**src/rtl/neo_pkg.sv**
```systemverilog
// rtl/neo_pkg.sv - shared constants, state type and channel order helper for the frame sequencer
//
// Purpose : common definitions imported by the sequencer, its frame store and
//           the controller-link interface.
// Contents: channel index constants, FSM state type, pixel/level widths and
//           the load-step to channel mapping used while streaming a pixel.
package neo_pkg;

    localparam int PIXEL_IDX_W = 3;
    localparam int LEVEL_W     = 8;

    localparam logic [1:0] COLOR_RED   = 2'd0;
    localparam logic [1:0] COLOR_BLUE  = 2'd1;
    localparam logic [1:0] COLOR_GREEN = 2'd2;

    typedef enum logic [1:0] {
        IDLE = 2'd0,
        LOAD = 2'd1,
        SEND = 2'd2,
        HOLD = 2'd3
    } seq_state_t;

    // The strand expects each pixel as green, red, blue; step counts 0..2
    // through that order so the counter itself resets to 0.
    function automatic logic [1:0] step_to_color(input logic [1:0] step);
        case (step)
            2'd0:    step_to_color = COLOR_GREEN;
            2'd1:    step_to_color = COLOR_RED;
            default: step_to_color = COLOR_BLUE;
        endcase
    endfunction

endpackage

```
**src/rtl/neo_frame_sequencer_if.sv**
```systemverilog
// rtl/neo_frame_sequencer_if.sv - sequencer to strand-controller load/send link
//
// Purpose : groups the per-channel load handshake and the send handshake.
// Signals : load_color/ready_to_load  - one colour level accepted per cycle
//                                        when both are high
//           color_index, pixel_index,
//           color_level               - address and value of the load
//           send_it/ready_to_send     - latch the loaded pixels onto the strand
// Modports: master = sequencer, slave = strand controller.
interface neo_frame_sequencer_if;
    import neo_pkg::*;

    logic                   load_color;
    logic [1:0]             color_index;
    logic [PIXEL_IDX_W-1:0] pixel_index;
    logic [LEVEL_W-1:0]     color_level;
    logic                   send_it;
    logic                   ready_to_load;
    logic                   ready_to_send;

    modport master (
        output load_color, color_index, pixel_index, color_level, send_it,
        input  ready_to_load, ready_to_send
    );

    modport slave (
        input  load_color, color_index, pixel_index, color_level, send_it,
        output ready_to_load, ready_to_send
    );

endinterface

```
**src/rtl/neo_frame_store.sv**
```systemverilog
// rtl/neo_frame_store.sv - register-array frame memory, synchronous write, combinational read
//
// Purpose : holds NUM_FRAMES x NUM_PIXELS x {R,B,G} colour levels.
// Ports   : clock, reset_n               - clock, async active-low clear of all entries
//           wr_en, wr_frame, wr_pixel,
//           wr_color, wr_data            - host write; out-of-range pixel or
//                                          channel 3 is dropped
//           rd_frame, rd_pixel, rd_color - read address
//           rd_data                      - read value (0 for out-of-range address)
module neo_frame_store
    import neo_pkg::*;
#(
    parameter int NUM_PIXELS = 5,
    parameter int NUM_FRAMES = 4
) (
    input  logic                          clock,
    input  logic                          reset_n,
    input  logic                          wr_en,
    input  logic [$clog2(NUM_FRAMES)-1:0] wr_frame,
    input  logic [PIXEL_IDX_W-1:0]        wr_pixel,
    input  logic [1:0]                    wr_color,
    input  logic [LEVEL_W-1:0]            wr_data,
    input  logic [$clog2(NUM_FRAMES)-1:0] rd_frame,
    input  logic [PIXEL_IDX_W-1:0]        rd_pixel,
    input  logic [1:0]                    rd_color,
    output logic [LEVEL_W-1:0]            rd_data
);

    localparam int FW    = $clog2(NUM_FRAMES);
    localparam int DEPTH = NUM_FRAMES * NUM_PIXELS * 3;
    localparam int AW    = $clog2(DEPTH);

    logic [LEVEL_W-1:0] mem [DEPTH];
    logic [AW-1:0]      wr_addr;
    logic [AW-1:0]      rd_addr;
    logic               wr_ok;
    logic               rd_ok;

    // Flat layout: frame-major, then pixel, then channel index.
    function automatic logic [AW-1:0] addr_of(input logic [FW-1:0]          f,
                                              input logic [PIXEL_IDX_W-1:0] p,
                                              input logic [1:0]             c);
        int a;
        a = (int'(f) * NUM_PIXELS + int'(p)) * 3 + int'(c);
        return AW'(a);
    endfunction

    assign wr_ok   = wr_en && (int'(wr_pixel) < NUM_PIXELS) && (wr_color != 2'd3);
    assign rd_ok   = (int'(rd_pixel) < NUM_PIXELS) && (rd_color != 2'd3);
    assign wr_addr = addr_of(wr_frame, wr_pixel, wr_color);
    assign rd_addr = addr_of(rd_frame, rd_pixel, rd_color);

    // A read of a location being written this cycle sees the old value.
    assign rd_data = rd_ok ? mem[rd_addr] : '0;

    always_ff @(posedge clock or negedge reset_n) begin
        if (!reset_n) begin
            for (int i = 0; i < DEPTH; i++) begin
                mem[i] <= '0;
            end
        end else if (wr_ok) begin
            mem[wr_addr] <= wr_data;
        end
    end

endmodule

```
**src/rtl/neo_frame_sequencer.sv**
```systemverilog
// rtl/neo_frame_sequencer.sv - plays stored colour frames into the NeoPixel strand controller
//
// Purpose : on start, streams frame 0 as per-channel loads, issues a send,
//           holds for hold_cycles+1 cycles, then moves to the next frame,
//           optionally looping, until the last frame or a stop.
// Ports   : clock, reset_n                 - clock, async active-low reset
//           wr_en/wr_frame/wr_pixel/
//           wr_color/wr_data               - host write into the frame store
//           start, stop, loop_en           - playback control
//           num_frames_m1                  - last frame index, sampled at start
//           hold_cycles                    - hold length, sampled when a send is accepted
//           ctl                            - load/send link to the strand controller
//           running, frame_idx, frame_done - playback status
module neo_frame_sequencer
    import neo_pkg::*;
#(
    parameter int NUM_PIXELS = 5,
    parameter int NUM_FRAMES = 4,
    parameter int HOLD_W     = 24
) (
    input  logic                          clock,
    input  logic                          reset_n,
    input  logic                          wr_en,
    input  logic [$clog2(NUM_FRAMES)-1:0] wr_frame,
    input  logic [PIXEL_IDX_W-1:0]        wr_pixel,
    input  logic [1:0]                    wr_color,
    input  logic [LEVEL_W-1:0]            wr_data,
    input  logic                          start,
    input  logic                          stop,
    input  logic                          loop_en,
    input  logic [$clog2(NUM_FRAMES)-1:0] num_frames_m1,
    input  logic [HOLD_W-1:0]             hold_cycles,
    neo_frame_sequencer_if.master         ctl,
    output logic                          running,
    output logic [$clog2(NUM_FRAMES)-1:0] frame_idx,
    output logic                          frame_done
);

    localparam int FW = $clog2(NUM_FRAMES);
    localparam logic [PIXEL_IDX_W-1:0] LAST_PIXEL = PIXEL_IDX_W'(NUM_PIXELS - 1);

    seq_state_t             state_q, state_d;
    logic [FW-1:0]          frame_q, last_q;
    logic [PIXEL_IDX_W-1:0] pixel_q;
    logic [1:0]             step_q;
    logic [HOLD_W-1:0]      hold_cnt_q, hold_len_q;
    logic                   stop_pend_q;
    logic                   load_acc, send_acc, last_load, finish;
    logic [1:0]             color_now;

    assign color_now       = step_to_color(step_q);
    assign ctl.pixel_index = pixel_q;
    assign ctl.color_index = color_now;
    assign running         = (state_q != IDLE);
    assign frame_idx       = frame_q;

    neo_frame_store #(
        .NUM_PIXELS (NUM_PIXELS),
        .NUM_FRAMES (NUM_FRAMES)
    ) u_store (
        .clock    (clock),
        .reset_n  (reset_n),
        .wr_en    (wr_en),
        .wr_frame (wr_frame),
        .wr_pixel (wr_pixel),
        .wr_color (wr_color),
        .wr_data  (wr_data),
        .rd_frame (frame_q),
        .rd_pixel (pixel_q),
        .rd_color (color_now),
        .rd_data  (ctl.color_level)
    );

    always_comb begin
        state_d        = state_q;
        ctl.load_color = 1'b0;
        ctl.send_it    = 1'b0;
        frame_done     = 1'b0;
        load_acc       = 1'b0;
        send_acc       = 1'b0;
        finish         = 1'b0;
        last_load      = (pixel_q == LAST_PIXEL) && (step_q == 2'd2);
        case (state_q)
            IDLE: begin
                // stop in the same cycle as start keeps the block idle
                if (start && !stop) state_d = LOAD;
            end
            LOAD: begin
                ctl.load_color = 1'b1;
                load_acc       = ctl.ready_to_load;
                if (stop)                       state_d = IDLE;
                else if (load_acc && last_load) state_d = SEND;
            end
            SEND: begin
                ctl.send_it = 1'b1;
                send_acc    = ctl.ready_to_send;
                if (send_acc) state_d = HOLD;
            end
            HOLD: begin
                if (hold_cnt_q == hold_len_q) begin
                    frame_done = 1'b1;
                    // a stop arriving on the final hold cycle is honoured too
                    finish  = stop_pend_q || stop || ((frame_q == last_q) && !loop_en);
                    state_d = finish ? IDLE : LOAD;
                end
            end
            default: state_d = IDLE;
        endcase
    end

    always_ff @(posedge clock or negedge reset_n) begin
        if (!reset_n) begin
            state_q     <= IDLE;
            frame_q     <= '0;
            last_q      <= '0;
            pixel_q     <= '0;
            step_q      <= '0;
            hold_cnt_q  <= '0;
            hold_len_q  <= '0;
            stop_pend_q <= 1'b0;
        end else begin
            state_q <= state_d;

            if ((state_q == IDLE) && (state_d == LOAD)) last_q <= num_frames_m1;

            if (load_acc) begin
                if (step_q == 2'd2) begin
                    step_q  <= '0;
                    pixel_q <= last_load ? '0 : pixel_q + 1'b1;
                end else begin
                    step_q <= step_q + 1'b1;
                end
            end

            if (send_acc) begin
                hold_len_q <= hold_cycles;
                hold_cnt_q <= '0;
            end else if (state_q == HOLD) begin
                hold_cnt_q <= hold_cnt_q + 1'b1;
            end

            if (((state_q == SEND) || (state_q == HOLD)) && stop) stop_pend_q <= 1'b1;

            if ((state_q == HOLD) && (state_d == LOAD)) begin
                frame_q <= (frame_q == last_q) ? '0 : frame_q + 1'b1;
            end

            // Every way into IDLE leaves the counters ready for the next start,
            // including an abort in the middle of a frame.
            if (state_d == IDLE) begin
                frame_q     <= '0;
                pixel_q     <= '0;
                step_q      <= '0;
                stop_pend_q <= 1'b0;
            end
        end
    end

endmodule

```
**src/flat_wrapper.sv**
```systemverilog
// flat-port wrapper written by rule: the top's interface ports become plain ports
module neo_frame_sequencer_flat import neo_pkg::*;
#(
    parameter int NUM_PIXELS = 5,
    parameter int NUM_FRAMES = 4,
    parameter int HOLD_W     = 24
)
  (clock, reset_n, wr_en, wr_frame, wr_pixel, wr_color, wr_data, start, stop, loop_en, num_frames_m1, hold_cycles, running, frame_idx, frame_done, ctl_load_color, ctl_color_index, ctl_pixel_index, ctl_color_level, ctl_send_it, ctl_ready_to_load, ctl_ready_to_send);
  neo_frame_sequencer_if ctl_i ();
  input  logic clock;
  input  logic reset_n;
  input  logic wr_en;
  input  logic [$clog2(NUM_FRAMES)-1:0] wr_frame;
  input  logic [PIXEL_IDX_W-1:0] wr_pixel;
  input  logic [1:0] wr_color;
  input  logic [LEVEL_W-1:0] wr_data;
  input  logic start;
  input  logic stop;
  input  logic loop_en;
  input  logic [$clog2(NUM_FRAMES)-1:0] num_frames_m1;
  input  logic [HOLD_W-1:0] hold_cycles;
  output logic running;
  output logic [$clog2(NUM_FRAMES)-1:0] frame_idx;
  output logic frame_done;
  output wire logic [$bits(ctl_i.load_color)-1:0] ctl_load_color;
  output wire logic [$bits(ctl_i.color_index)-1:0] ctl_color_index;
  output wire logic [$bits(ctl_i.pixel_index)-1:0] ctl_pixel_index;
  output wire logic [$bits(ctl_i.color_level)-1:0] ctl_color_level;
  output wire logic [$bits(ctl_i.send_it)-1:0] ctl_send_it;
  input wire logic [$bits(ctl_i.ready_to_load)-1:0] ctl_ready_to_load;
  input wire logic [$bits(ctl_i.ready_to_send)-1:0] ctl_ready_to_send;
  assign ctl_load_color = ctl_i.load_color;
  assign ctl_color_index = ctl_i.color_index;
  assign ctl_pixel_index = ctl_i.pixel_index;
  assign ctl_color_level = ctl_i.color_level;
  assign ctl_send_it = ctl_i.send_it;
  assign ctl_i.ready_to_load = ctl_ready_to_load;
  assign ctl_i.ready_to_send = ctl_ready_to_send;
  neo_frame_sequencer #(.NUM_PIXELS(NUM_PIXELS), .NUM_FRAMES(NUM_FRAMES), .HOLD_W(HOLD_W)) u_core (.clock(clock), .reset_n(reset_n), .wr_en(wr_en), .wr_frame(wr_frame), .wr_pixel(wr_pixel), .wr_color(wr_color), .wr_data(wr_data), .start(start), .stop(stop), .loop_en(loop_en), .num_frames_m1(num_frames_m1), .hold_cycles(hold_cycles), .ctl(ctl_i), .running(running), .frame_idx(frame_idx), .frame_done(frame_done));
endmodule
```
**config.mk**
```make
export PLATFORM = sky130hd
export DESIGN_NAME = neo_frame_sequencer_flat
export DESIGN_NICKNAME = d
export VERILOG_FILES = /design/src/rtl/neo_pkg.sv /design/src/rtl/neo_frame_sequencer_if.sv /design/src/rtl/neo_frame_store.sv /design/src/rtl/neo_frame_sequencer.sv /design/src/flat_wrapper.sv
export SDC_FILE = /design/constraint.sdc
export NUM_CORES = 1
export LEC_CHECK = 0
export ABC_AREA = 1
export CORE_ASPECT_RATIO = 1.25
export CORE_MARGIN = 2
export CORE_UTILIZATION = 57
export DETAILED_ROUTE_END_ITERATION = 12
export PLACE_DENSITY_LB_ADDON = 0.08
export SETUP_SLACK_MARGIN = 0.05
export SYNTH_ARGS = -nofsm -noshare
export SYNTH_HDL_FRONTEND = slang
export SYNTH_SLANG_ARGS = --single-unit
export TNS_END_PERCENT = 10
```
**constraint.sdc**
```tcl
create_clock -name clock -period 8.5 [get_ports clock]
set_input_delay 1.7 -clock clock [delete_from_list [all_inputs] [get_ports clock]]
set_output_delay 1.7 -clock clock [all_outputs]
set_load 0.02 [all_outputs]
```
==> reports/results.tsv, run 1 <==
metric	value	unit
hpwlAfterDp	45.06	mm
routed_wl	73.62	mm
path_max_fanout	16	
power.internal	5985	µW
cts-htree-levels	2	
gr-total-overflow	0	
path_cells	ha_1 -> ha_1 -> fa_1 -> xnor2_1 -> inv_1 -> ha_1 -> ha_1 -> xnor2_2 -> nand2_1 -> inv_1 -> nand2_1 -> nand4_1 -> nand3_1 -> a21oi_1 -> clkdlybuf4s50_1	
wl_met3	5.267	mm
ctsHoldBuffers	0	
cp_slowest_cell	xnor2_2	
first_iter_violations	2260	
max-slew-margin-rel	19.21	%
crit_type	flip-flop to output pin	
initial_core_util	57.46	%
crit_buf_inv	3	
wl_per_cell	19.67	µm
rows	87	
max_freq	127.4	MHz
grt.total_usage	31.75	%
power.switching	3149	µW
floorplan.core_area	0.04485	mm²
ir_worst_vdd	0.2180	mV
n_antenna_cell	0	
drc	0	
met2_length	34.85	mm
fin_nets	3205	
yosysUniqueCellTypes	46	
setup-violations-final	0	
yosys_warnings	0	
ant_nets	0	
max_stage_delay	790	ps
dpl_cell_area	0.02664	mm²
cts_tree	yes	
place_ws	1352	ps
syn_nets	3272	
path_delay_family	adder cells	
max_slew.worst_pin.slew	1210	ps
p_clk_share	26.2	%
async_flop_share	100.0	%
clkLatencyLatePin	610	ps
top_layer	met4	
cts_max_path_buffers	3	
io_buffers	67	
setup_ws	647.9	ps
worst_hold_path_type	flip-flop to flip-flop	
place.gp.congestion	0.9552	
syn_avg_cell_area	8.083	µm²
leakagePower	0.01296	µW
post_cts_buffers	0	
numCtsBuffers	55	
dr.pass1.iters	6	
grt_start_max_net_pins	209	
fin_crit_sh	92.38	%
fin_tns_setup	0	ps
io_pins	68	
max-cap-violations	0	
endpoint_kind	output pin	
wl_met1	30.91	mm
num_vias	22110	
drive_above_1_share	5.594	%
finClkSkew	8.496	ps
cp.arrival	6150	ps
start_kind	flip-flop	
sequentialPowerShare	47.3	%
die_h	241.7	µm
synth_area	0.02577	mm²
path_common_cell	ha_1	
cts_resized	0	
cts.clk_slew.worst_paths	60	ps
required	6800	ps
die_area	0.04694	mm²
die_w	194.2	µm
antenna_found_initial	0	
grt_pass1_wl	118.7	mm
utilization	63.34	%
ys_ff_latch	540	
ys_seq_area_share	52.44	%
fin_crit	7852	ps
synthCells	3188	
hold_viol_final	0	
comb_power_share	26.5	%
power.total	9133	µW
postLayoutCellArea	0.02841	mm²
area_delta_synth_final	10.24	%
drv_slew	0	
rsz0062_at_grt	no	
p_per_area	321.5	mW/mm²
vias_per_cell	5.908	
root_buffer	clkbuf_16	
synth-edff-count	0	
grt_pass1_vias	21360	
synth_ff_type	dfrtp_1	
p_sw_share	34.47	%
status	complete, no violations	
clkSinkCount	540	
[power by group through the flow]
stage               clock [µW]  sequential, µW  combinational [µW]
global route              2520            4440                2780
finish                    2390            4320                2420
CTS                       2420            4300                2420
global placement             0            4290                2330
detailed placement           0            4330                2410
floorplan                    0            4160                1770
[worst paths after layout]
| path | start | endpoint | slack (ps) | depth (start not counted) |
|---|---|---|---|---|
| setup / recovery | u_core.frame_idx[1]$_DFFE_PN0P_ | ctl_color_level[6] | 650 | 15 |
| hold / removal | u_core.u_store.mem[438]$_DFFE_PN0P_ | u_core.u_store.mem[438]$_DFFE_PN0P_ | 480 | 2 |
| setup reg to reg | u_core.state_q[1]$_DFF_PN0_ | u_core.stop_pend_q$_DFFE_PN0P_ | 6210 | 9 |
| hold reg to reg | u_core.u_store.mem[438]$_DFFE_PN0P_ | u_core.u_store.mem[438]$_DFFE_PN0P_ | 480 | 2 |
| max in group asynchronous | reset_n | u_core.u_store.mem[133]$_DFFE_PN0P_ | 5640 | 2 |
| min in group asynchronous | reset_n | u_core.hold_len_q[16]$_DFFE_PN0P_ | 1210 | 1 |
[routing by layer]
| metal | vias up | global-route usage [%] |
|---|---|---|
| li1 | 10400 | - |
| met1 | 10720 | 43.50 |
| met2 | 841 | 51.36 |
| met3 | 144 | 4.895 |
| met4 | 0 | 12.08 |
| met5 | - | 0 |
[cell families after synthesis]
logic type | Yosys count | share of synthesized area, %
and+or+nand+nor | 1381 | 21.60
AOI/OAI and AO/OA | 875 | 18.02
DFF | 540 | 52.44
buffers and inverters | 329 | 4.870
adders and majority gates | 35 | 1.845
xor gates and xnor gates | 25 | 1.097
muxes | 3 | 0.1262
[layout make-up]
type / count / area [µm²]
Multi-Input combinational cell: 2319 / 11050
Clock buffer: 86 / 1655
Sequential cell: 540 / 13510
Tap cell: 578 / 723.2
Clock inverter: 14 / 108.9
Timing Repair Buffer: 92 / 925.9
Inverter: 113 / 431.7
Fill cell: 3933 / 16440
[cell usage in the layout (no fill, tap or decap), types with 3 or more instances in the layout]
| cell type | netlist | final |
|---|---|---|
| nand2_1 | 1051 | 1051 |
| o21ai_0 | 546 | 546 |
| dfrtp_1 | 540 | 540 |
| a21oi_1 | 187 | 187 |
| nor2_1 | 140 | 138 |
| nand3_1 | 113 | 113 |
| inv_1 | 107 | 98 |
| clkdlybuf4s50_1 | 0 | 66 |
| clkbuf_16 | 0 | 57 |
| o21ai_1 | 48 | 48 |
| nand2_2 | 32 | 32 |
| ha_1 | 30 | 28 |
| a22oi_1 | 27 | 27 |
| buf_4 | 0 | 20 |
| o22ai_1 | 17 | 17 |
| clkbuf_1 | 185 | 17 |
| nor3_1 | 15 | 15 |
| nand4_1 | 14 | 14 |
| clkbuf_8 | 0 | 12 |
| xor2_1 | 11 | 11 |
| a22o_1 | 11 | 11 |
| inv_2 | 2 | 10 |
| a32o_1 | 9 | 9 |
| clkinv_2 | 0 | 9 |
| xnor2_1 | 10 | 8 |
| o211ai_1 | 6 | 6 |
| a32oi_1 | 6 | 6 |
| a211oi_1 | 6 | 6 |
| nor3_4 | 5 | 5 |
| buf_12 | 0 | 5 |
| fa_1 | 5 | 4 |
| clkinv_1 | 4 | 3 |
| xnor2_2 | 1 | 3 |
| o2111ai_1 | 3 | 3 |
| o31ai_1 | 3 | 3 |
| nor4_1 | 3 | 3 |
| nor3_2 | 3 | 3 |
[state kept, by name, summed over array words and instances (netlist names)]
signal / flops
u_core.hold_len_q: 24
u_core.hold_cnt_q: 24
u_core.state_q: 2
u_core.ctl.pixel_index: 3
u_core.stop_pend_q: 1
u_core.last_q: 2
u_core.frame_idx: 2
u_core.step_q: 2
u_core.u_store.mem: 480
[through the flow]
stage	instances	hold slack, ps
5_1_grt	3742	497.2
2_1_floorplan	3188	447.8
4_1_cts	3742	483.0
3_5_place_dp	3642	467.8
3_3_place_gp	3642	461.1
6_report	3742	478.9
[synthesized netlist by cell type, types with 2 or more instances]
library cell / number / share of area, %
nand2_1: 1051 / 15
o21ai_0: 546 / 11
dfrtp_1: 540 / 52
a21oi_1: 187 / 3.6
clkbuf_1: 185 / 2.7
nor2_1: 140 / 2.0
nand3_1: 113 / 2.2
inv_1: 107 / 1.6
o21ai_1: 48 / 0.93
nand2_2: 32 / 0.78
ha_1: 30 / 1.5
a22oi_1: 27 / 0.79
o22ai_1: 17 / 0.41
buf_2: 16 / 0.31
buf_1: 15 / 0.22
nor3_1: 15 / 0.29
nand4_1: 14 / 0.34
a22o_1: 11 / 0.37
xor2_1: 11 / 0.37
xnor2_1: 10 / 0.34
a32o_1: 9 / 0.35
a211oi_1: 6 / 0.17
a32oi_1: 6 / 0.20
o211ai_1: 6 / 0.17
fa_1: 5 / 0.39
nor3_4: 5 / 0.32
clkinv_1: 4 / 0.058
nor3_2: 3 / 0.12
nor4_1: 3 / 0.073
o2111ai_1: 3 / 0.10
o31ai_1: 3 / 0.087
and3_1: 2 / 0.049
inv_2: 2 / 0.029
mux2_2: 2 / 0.087
o221ai_1: 2 / 0.068
xor2_4: 2 / 0.21
[worst reg2reg max path: cells and delay by family, from the launching register on]
kind | cells | cell delay [ps]
AO/OA/AOI/OAI | 1 | 240
buffers and inverters | 4 | 760
flip-flops | 1 | 410
AND/OR/NAND/NOR | 4 | 760
(Power assumes the default switching activity.)
==> run 2, diff against run 1 <==
Settings changed: CORE_UTILIZATION 57 to 66.
==> run 2 against run 1 <==
Net effect:
- core utilization grew 10 points
- critical path depth is the same
- design area shrank 0.58%
- register-to-register slack gained 20 ps
- worst hold slack lost 1.2 ps
- clock power shrank 2%
- sequential share of layout area grew 0.28 points
==> reports/results.tsv, run 2 (synthesis results as in run 1) <==
metric	value	unit
status	complete, no violations	
sequentialPowerShare	47.5	%
p_clk_share	25.8	%
fin_crit_sh	89.46	%
fin_crit	7604	ps
cp.arrival	5900	ps
clkSinkCount	540	
fin_nets	3203	
worst_hold_path_type	flip-flop to flip-flop	
rsz0062_at_grt	no	
rows	80	
die_area	0.04065	mm²
hold_start	u_core.u_store.mem[21]$_DFFE_PN0P_	
largest_reg_flops	480	
ir_worst_vdd	0.2388	mV
numCtsBuffers	53	
cts_max_path_buffers	3	
num_vias	22640	
leakagePower	0.01294	µW
setup-violations-final	0	
gr-total-overflow	0	
drive_above_1_share	5.543	%
cts_tree	yes	
hold_slack	477.7	ps
hpwlAfterDp	43.84	mm
power.switching	3154	µW
worstReg2RegEnd	u_core.ctl.pixel_index[2]$_DFFE_PN0P_	
hold_viol_final	0	
vias_per_cell	6.206	
cts-htree-levels	2	
antenna_found_initial	0	
power.internal	5971	µW
place.gp.congestion	0.9074	
n_antenna_cell	0	
crit_type	flip-flop to output pin	
comb_power_share	26.7	%
regMostFlops	u_core.u_store.mem	
reg_top3	u_core.u_store.mem (480), u_core.hold_cnt_q (24), u_core.hold_len_q (24)	
finClkSkew	12.77	ps
ctsHoldBuffers	0	
die_w	180.7	µm
setup_ws	896.1	ps
endpoint_kind	output pin	
drv_slew	0	
fin_tns_setup	0	ps
area_delta_synth_final	9.594	%
drc	0	
root_buffer	clkbuf_16	
path_max_fanout	26	
wl_per_cell	19.64	µm
cts_resized	0	
place_ws	1663	ps
p_sw_share	34.56	%
hold_depth	2	
ant_nets	0	
max_freq	131.5	MHz
grt_pass1_wl	115.3	mm
grt_pass1_vias	22030	
post_cts_buffers	0	
routed_wl	71.66	mm
first_iter_violations	2458	
holdPathEnd	u_core.u_store.mem[21]$_DFFE_PN0P_	
grt_start_max_net_pins	200	
initial_core_util	67.22	%
max_slew.worst_pin.slew	1319	ps
cts.clk_slew.worst_paths	60	ps
io_buffers	67	
rr_startpoint	u_core.state_q[1]$_DFF_PN0_	
floorplan.core_area	0.03834	mm²
required	6800	ps
io_pins	68	
start_kind	flip-flop	
max-cap-violations	0	
final_common_cell	nand2_1	
clkLatencyLatePin	580	ps
p_per_area	323.1	mW/mm²
mostFrequentLayoutCells	nand2_1, o21ai_0, dfrtp_1	
max-slew-margin-rel	11.75	%
dr.pass1.iters	6	
worstRegToRegCells	9	
grt.total_usage	35.61	%
die_h	224.9	µm
reg2reg_slack	6230	ps
==> run 2: cell types whose count changed in the layout (fill, tap and decap cells not counted), sizes merged <==
cell	previous run	this run
clkinv	14	18
clkinvlp	1	2
bufinv	1	4
inv	111	110
clkbuf	86	72
==> run 2: power groups by stage <==
| stage | clock, µW | combinational (µW) | sequential (µW) |
|---|---|---|---|
| after global routing | 2470 | 2770 | 4450 |
| after detailed placement | 0 | 2400 | 4330 |
| after CTS | 2360 | 2430 | 4310 |
| final | 2350 | 2440 | 4340 |
| after global placement | 0 | 2290 | 4290 |
| after floorplan | 0 | 1770 | 4160 |
==> run 2: final cells by class <==
| type | instances | area [µm²] |
|---|---|---|
| Clock inverter | 21 | 221.5 |
| Tap cell | 492 | 615.6 |
| Clock buffer | 72 | 1498 |
| Timing Repair Buffer | 92 | 925.9 |
| Multi-Input combinational cell | 2319 | 11040 |
| Inverter | 113 | 431.7 |
| Sequential cell | 540 | 13510 |
| Fill cell | 2931 | 10100 |
==> run 2: per-stage QoR <==
stage	power, µW	instance area, µm²	cells	util, %
floorplan	5932	25770	3188	-
global placement	6578	26520	3556	69.18
detailed placement	6732	26520	3556	69.18
CTS	9093	28240	3649	73.67
global route	9684	28240	3649	73.67
finish	9125	28240	3649	73.67
==> run 2: routing by layer <==
metal / up-vias / global-route usage (%) / wire length (µm)
li1: 10390 / - / -
met1: 10960 / 45.03 / 27550
met2: 1037 / 58.02 / 33940
met3: 254 / 5.301 / 5127
met4: 0 / 22.58 / 5043
met5: - / 0 / 0
==> run 2: worst max-delay path by stage <==
stage          slack, ps                            start  cells past startpoint            endpoint
3_5_place_dp        1660  u_core.frame_idx[1]$_DFFE_PN0P_                     15  ctl_color_level[3]
3_3_place_gp        1700  u_core.frame_idx[1]$_DFFE_PN0P_                     15  ctl_color_level[3]
6_report             900  u_core.frame_idx[1]$_DFFE_PN0P_                     15  ctl_color_level[3]
5_1_grt              650  u_core.frame_idx[1]$_DFFE_PN0P_                     18  ctl_color_level[2]
4_1_cts              990  u_core.frame_idx[1]$_DFFE_PN0P_                     15  ctl_color_level[3]
2_1_floorplan       2840  u_core.frame_idx[1]$_DFFE_PN0P_                     15  ctl_color_level[6]
==> run 2: worst max-delay path: stages, from the launching register on <==
cell	delay (ps)
dfrtp_1	460
ha_1	310
ha_1	230
fa_1	380
xnor2_1	220
inv_1	70
ha_1	280
ha_1	350
xnor2_1	190
buf_4	290
clkinv_1	680
and3_1	480
nor3_1	290
a211oi_1	100
nor2_1	300
clkdlybuf4s50_1	670
